## src/rtl/squared_magnitude_if.sv

```systemverilog
// Handshake and result bundle between an upstream vector source, squared_magnitude
// and the downstream SquareRoot operand/start inputs.
interface squared_magnitude_if #(
  parameter int IN_W  = 8,
  parameter int OUT_W = 12
);
  logic                    in_valid;
  logic                    in_ready;
  logic signed [IN_W-1:0]  in_x;
  logic signed [IN_W-1:0]  in_y;
  logic signed [IN_W-1:0]  in_z;
  logic [OUT_W-1:0]        sq_out;
  logic                    sq_start;
  logic                    busy;

  modport master (
    output in_valid, in_x, in_y, in_z,
    input  in_ready, sq_out, sq_start, busy
  );

  modport slave (
    input  in_valid, in_x, in_y, in_z,
    output in_ready, sq_out, sq_start, busy
  );
endinterface

```

## src/rtl/squared_magnitude.sv

```systemverilog
// Sequential x^2 + y^2 + z^2 over one shared multiplier, handing a 12-bit result and a
// start pulse to SquareRoot. Define SQMAG_SATURATE_EN to saturate overflow instead of wrapping.
//
// state | meaning
// IDLE  | ready for a vector; captures x, y, z on accept
// SQX   | acc <= x*x
// SQY   | acc <= acc + y*y
// SQZ   | acc <= acc + z*z
// DONE  | sq_out <= fit(acc), sq_start pulse registered
module squared_magnitude #(
  parameter int IN_W  = 8,
  parameter int OUT_W = 12
) (
  input logic            clk,
  input logic            rst_,
  squared_magnitude_if.slave bus
);

  localparam int ACC_W = 2 * IN_W;

  typedef enum logic [2:0] {
    IDLE = 3'd0,
    SQX  = 3'd1,
    SQY  = 3'd2,
    SQZ  = 3'd3,
    DONE = 3'd4
  } state_t;

  state_t                  state;
  state_t                  state_nxt;
  logic signed [IN_W-1:0]  x_q;
  logic signed [IN_W-1:0]  y_q;
  logic signed [IN_W-1:0]  z_q;
  logic signed [IN_W-1:0]  mul_op;
  logic signed [ACC_W-1:0] prod;
  logic [ACC_W-1:0]        prod_u;
  logic [ACC_W-1:0]        acc;
  logic [OUT_W-1:0]        fit_val;
  logic                    accept;

  always_ff @(posedge clk or posedge rst_) begin
    if (rst_) begin
      state <= IDLE;
    end else begin
      state <= state_nxt;
    end
  end

  always_comb begin
    state_nxt    = state;
    bus.in_ready = 1'b0;
    bus.busy     = 1'b1;
    mul_op       = x_q;
    case (state)
      IDLE: begin
        bus.in_ready = 1'b1;
        bus.busy     = 1'b0;
        if (bus.in_valid) begin
          state_nxt = SQX;
        end
      end
      SQX: begin
        mul_op    = x_q;
        state_nxt = SQY;
      end
      SQY: begin
        mul_op    = y_q;
        state_nxt = SQZ;
      end
      SQZ: begin
        mul_op    = z_q;
        state_nxt = DONE;
      end
      DONE: begin
        state_nxt = IDLE;
      end
      default: begin
        state_nxt = IDLE;
      end
    endcase
  end

  assign accept = bus.in_valid && (state == IDLE);

  // A square is never negative, so the signed product can feed the unsigned accumulator as-is.
  assign prod   = ACC_W'(mul_op) * ACC_W'(mul_op);
  assign prod_u = prod;

  if (OUT_W >= ACC_W) begin : g_no_ovf
    assign fit_val = OUT_W'(acc);
  end else begin : g_fit
`ifdef SQMAG_SATURATE_EN
    localparam logic [ACC_W-1:0] SAT_MAX = ACC_W'((64'd1 << OUT_W) - 64'd1);
    assign fit_val = (acc > SAT_MAX) ? {OUT_W{1'b1}} : acc[OUT_W-1:0];
`else
    assign fit_val = acc[OUT_W-1:0];
`endif
  end

  always_ff @(posedge clk or posedge rst_) begin
    if (rst_) begin
      x_q          <= '0;
      y_q          <= '0;
      z_q          <= '0;
      acc          <= '0;
      bus.sq_out   <= '0;
      bus.sq_start <= 1'b0;
    end else begin
      bus.sq_start <= 1'b0;
      case (state)
        IDLE: begin
          if (accept) begin
            x_q <= bus.in_x;
            y_q <= bus.in_y;
            z_q <= bus.in_z;
            acc <= '0;
          end
        end
        SQX: begin
          acc <= prod_u;
        end
        SQY, SQZ: begin
          acc <= acc + prod_u;
        end
        DONE: begin
          bus.sq_out   <= fit_val;
          bus.sq_start <= 1'b1;
        end
        default: begin
          acc <= acc;
        end
      endcase
    end
  end

endmodule

```

## src/flat_wrapper.sv

```systemverilog
// flat-port wrapper written by rule: the top's interface ports become plain ports
module squared_magnitude_flat 
#(
  parameter int IN_W  = 8,
  parameter int OUT_W = 12
)
  (clk, rst_, bus_in_valid, bus_in_x, bus_in_y, bus_in_z, bus_in_ready, bus_sq_out, bus_sq_start, bus_busy);
  squared_magnitude_if #(.IN_W(IN_W), .OUT_W(OUT_W)) bus_i ();
  input logic clk;
  input logic rst_;
  input wire logic [$bits(bus_i.in_valid)-1:0] bus_in_valid;
  input wire logic [$bits(bus_i.in_x)-1:0] bus_in_x;
  input wire logic [$bits(bus_i.in_y)-1:0] bus_in_y;
  input wire logic [$bits(bus_i.in_z)-1:0] bus_in_z;
  output wire logic [$bits(bus_i.in_ready)-1:0] bus_in_ready;
  output wire logic [$bits(bus_i.sq_out)-1:0] bus_sq_out;
  output wire logic [$bits(bus_i.sq_start)-1:0] bus_sq_start;
  output wire logic [$bits(bus_i.busy)-1:0] bus_busy;
  assign bus_i.in_valid = bus_in_valid;
  assign bus_i.in_x = bus_in_x;
  assign bus_i.in_y = bus_in_y;
  assign bus_i.in_z = bus_in_z;
  assign bus_in_ready = bus_i.in_ready;
  assign bus_sq_out = bus_i.sq_out;
  assign bus_sq_start = bus_i.sq_start;
  assign bus_busy = bus_i.busy;
  squared_magnitude #(.IN_W(IN_W), .OUT_W(OUT_W)) u_core (.clk(clk), .rst_(rst_), .bus(bus_i));
endmodule
```

## config.mk

```make
export PLATFORM = sky130hd
export DESIGN_NAME = squared_magnitude_flat
export DESIGN_NICKNAME = d
export VERILOG_FILES = /design/src/rtl/squared_magnitude_if.sv /design/src/rtl/squared_magnitude.sv /design/src/flat_wrapper.sv
export SDC_FILE = /design/constraint.sdc
export NUM_CORES = 1
export LEC_CHECK = 0
export BUFFER_PORTS_ARGS = -buffer_cell sky130_fd_sc_hd__buf_2
export CAP_MARGIN = 20
export CORE_MARGIN = 4
export CORE_UTILIZATION = 30
export DETAILED_ROUTE_END_ITERATION = 7
export PLACE_DENSITY = 0.55
export SYNTH_ARGS = -nofsm -noshare
export SYNTH_HDL_FRONTEND = slang
export SYNTH_SLANG_ARGS = --single-unit
```

## constraint.sdc

```tcl
create_clock -name clk -period 7.1 [get_ports clk]
set_input_delay 0.355 -clock clk [delete_from_list [all_inputs] [get_ports clk]]
set_output_delay 0.355 -clock clk [all_outputs]
set_load 0.01 [all_outputs]
```

==> metrics.md <==
| Metric | Value |
|---|---|
| Worst-Skew Late Latency | `a little under 0.3 ns` |
| Commonest non-fill, non-tap cells in the layout | `inv_1 (58), dfrtp_1 (52), buf_2 (42)` |
| Fraction of the cycle the final worst path needs | `0.891` |
| Launching point of the worst reg2reg path | `u_core.state[1]` |
| Clock transition at path regs | `approximately 0.07 ns` |
| Rel. slew slack | `0.314` |
| Ys async rst share | `1.00` |
| All-Layer GR Usage | `0.113` |
| Number of global-route vias before repair | `roughly 3200` |
| Final wirelength | `a little over 8000 µm` |
| First drt pass iteration count | `4` |
| Routed Antenna Nets | `0` |
| Worst EP required | `around 7.2 ns` |
| Number of enable flip-flop cells after synthesis | `0` |
| Startpoint Class | `flop` |
| Via count | `roughly 2800` |
| CTS Buffer Depth | `2` |
| Slowest-stage cell, CP | `fa_1` |
| Reg2Reg Depth | `22` |
| Port Buffers | `between 40 and 50` |
| Worst-Margin Slew | `1.03 ns` |
| Critical Path Fanout Max | `30` |
| CP endpoint kind | `flop` |
| Post-CTS setup buffers | `0` |
| IO Count | `42` |
| Dominant synthesized flop cell | `dfrtp_1` |
| Setup TNS | `0 ns` |
| H-tree Lvls | `2` |
| Post-synthesis cell count | `about 400` |
| Clk sinks | `52` |
| Gr ovfl total | `0` |
| Worst-path cell chain | `nand2b_2 > nor2_1 > a21oi_2 > nor2_1 > xor2_1 > ha_1 > a21o_1 > fa_1 > fa_1 > inv_1 > fa_1 > inv_1 > ha_1 > nor2b_1 > a311o_1 > xor2_1 > ha_1 > a21oi_1 > nor2_1 > a311oi_1 > xnor2_1 > o221ai_1` |
| Placed cell count | `approximately 600` |
| Final setup violation count | `0` |
| Commonest non-fill, non-tap cell in the layout | `inv_1` |
| Die H | `around 120 µm` |
| Ratio of cells with drive above 1 in the final layout | `0.232` |
| Layout area overhead | `13.4%` |
| NumNets Final | `between 500 and 600` |
| HPWL after DPL | `between 6000 and 7000 µm` |
| Number of antenna violations at the first check in global routing | `0` |
| WP data arrival | `around 6.5 ns` |
| Core area | `about 13000 µm²` |
| Slew Limit Fails | `0` |
| Per-cell routed wire length | `approximately 14 µm` |
| Initial core utilization | `0.308` |
| Final hold violations | `0` |
| Largest net degree at the start of global routing | `between 50 and 60` |
| 1st-iter DRT viols | `93` |
| CTS tree | `yes` |
| Yosys warnings | `0` |
| Critical path type | `flop to flop` |
| # hold bufs at CTS | `0` |
| # resized after CTS | `0` |
| Vias per cell | `approximately 4.6` |
| HP Class | `input pin to async pin` |
| Max incr delay on CP | `roughly 0.54 ns` |
| CTS Buf Count | `5` |
| Status | `finished clean` |
| Flop2flop setup slack | `0.77 ns` |
| GP Congestion | `0.815` |
| Post-route insts no fill | `between 600 and 700` |
| CTS Root Cell | `clkbuf_16` |
| Combined area of the multi-input logic cells | `~2500 µm²` |
| Synth Area per Inst | `~10 µm²` |
| RSZ-0062 raised after global routing | `no` |
| Register Area | `1300 µm²` |
| MaxCap Viol Count | `0` |
| Detailed-route DRC error count | `0` |
| Register area share after synthesis | `0.320` |
| Placement Rows | `between 40 and 50` |
| Synth cell types | `46` |
| Fillers | `between 1000 and 1500` |
| Ant. Diodes | `0` |
| Syn Nets | `about 480` |
| Final min period | `approximately 6.3 ns` |
| Die Wd | `roughly 120 µm` |
| Fmax | `approximately 160 MHz` |
| Die Footprint | `~16000 µm²` |
| Mapped Area | `roughly 4000 µm²` |
| Clock skew | `approximately 0.010 ns` |
| Yosys reg bits | `between 50 and 60` |
| First-pass GRT wire length | `~15000 µm` |
| Worst r2r dst | `u_core.acc[11]` |
[worst max-delay path: cells and delay by family (launching register included)]
family | cells | cell delay, ns
fa+ha+maj | 6 | 2.41
compound gates | 6 | 1.52
simple gates | 5 | 1.05
xor+xnor | 3 | 0.59
flops | 1 | 0.48
buf+inv | 2 | 0.09
[logic make-up (layout without fill, tap and decap cells)]
kind of cell             count (synthesis)  in the layout  synth area share
AND/OR/NAND/NOR                         83             83            0.0903
flip-flops                              52             52             0.320
XOR/XNOR                                27             27            0.0614
AO/OA/AOI/OAI                           54             54            0.0909
adder cells (fa/ha/maj)                 60             60             0.236
multiplexers                            47             47             0.133
buffers and inverters                   72            112            0.0691
[metal layers]
metal,wire (µm),GRT usage,vias to the layer above
met5,0,0,-
met2,4070,0.199,62
met3,332,0.0180,20
met4,274,0.0458,0
li1,-,-,1380
met1,3650,0.137,1349
[flip-flops by register name, indices dropped and copies added, names as in the netlist]
| register | count |
|---|---|
| u_core.acc | 12 |
| u_core.bus.sq_out | 12 |
| u_core.x_q | 8 |
| u_core.y_q | 8 |
| u_core.z_q | 8 |
| u_core.state | 3 |
| u_core.bus.sq_start | 1 |
[synthesized netlist by cell type, types with 2 or more instances]
library cell	count	share of area
or3_1	2	0.0031
o21a_1	4	0.0074
nor2b_1	4	0.0061
inv_1	59	0.054
mux2_2	36	0.10
xnor2_1	17	0.037
a221o_1	3	0.0074
o21ai_0	12	0.015
nor3_1	4	0.0049
nand2_1	21	0.019
clkbuf_1	6	0.0055
nor2_1	41	0.038
mux2_4	2	0.0074
nor3b_1	5	0.0092
mux2_1	2	0.0055
nand2_2	2	0.0031
a21oi_1	12	0.015
dfrtp_1	52	0.32
mux2i_1	6	0.015
ha_1	32	0.098
xor2_1	9	0.019
buf_2	5	0.0061
fa_1	28	0.14
a21oi_2	2	0.0043
a221oi_1	2	0.0043
a21o_1	3	0.0055
a22oi_1	4	0.0074
a31o_2	2	0.0043
[layout make-up]
type / instances / share of cell area
tap: 176 / 0.0477
sequential: 52 / 0.282
clock inverter: 1 / 0.00163
multi-input combinational: 271 / 0.540
clock buffer: 7 / 0.0309
timing repair buffer: 43 / 0.0471
inverter: 61 / 0.0507
[per-stage QoR]
stage	hold WS [ns]	instance area, µm²	utilization	worst slack, ns
after global placement	0.486	4460	0.337	1.01
after global routing	0.292	4620	0.349	0.312
final	0.238	4620	0.349	0.773
after CTS	0.264	4620	0.349	0.760
after floorplan	0.465	4070	-	1.26
after detailed placement	0.491	4470	0.337	0.784
[worst max-delay path by stage]
stage	startpoint	end	slack [ns]	cells past startpoint
floorplan	u_core.state[1]	u_core.acc[11]	1.26	23
global placement	u_core.state[1]	u_core.acc[11]	1.01	23
detailed placement	u_core.state[1]	u_core.acc[11]	0.78	23
CTS	u_core.state[1]	u_core.acc[11]	0.76	23
global route	u_core.state[1]	u_core.acc[11]	0.31	23
finish	u_core.state[1]	u_core.acc[11]	0.77	22
Power is left out: the tool's default activity adds up to more than one toggle a clock period on the data nets, which glitch-free logic cannot reach.
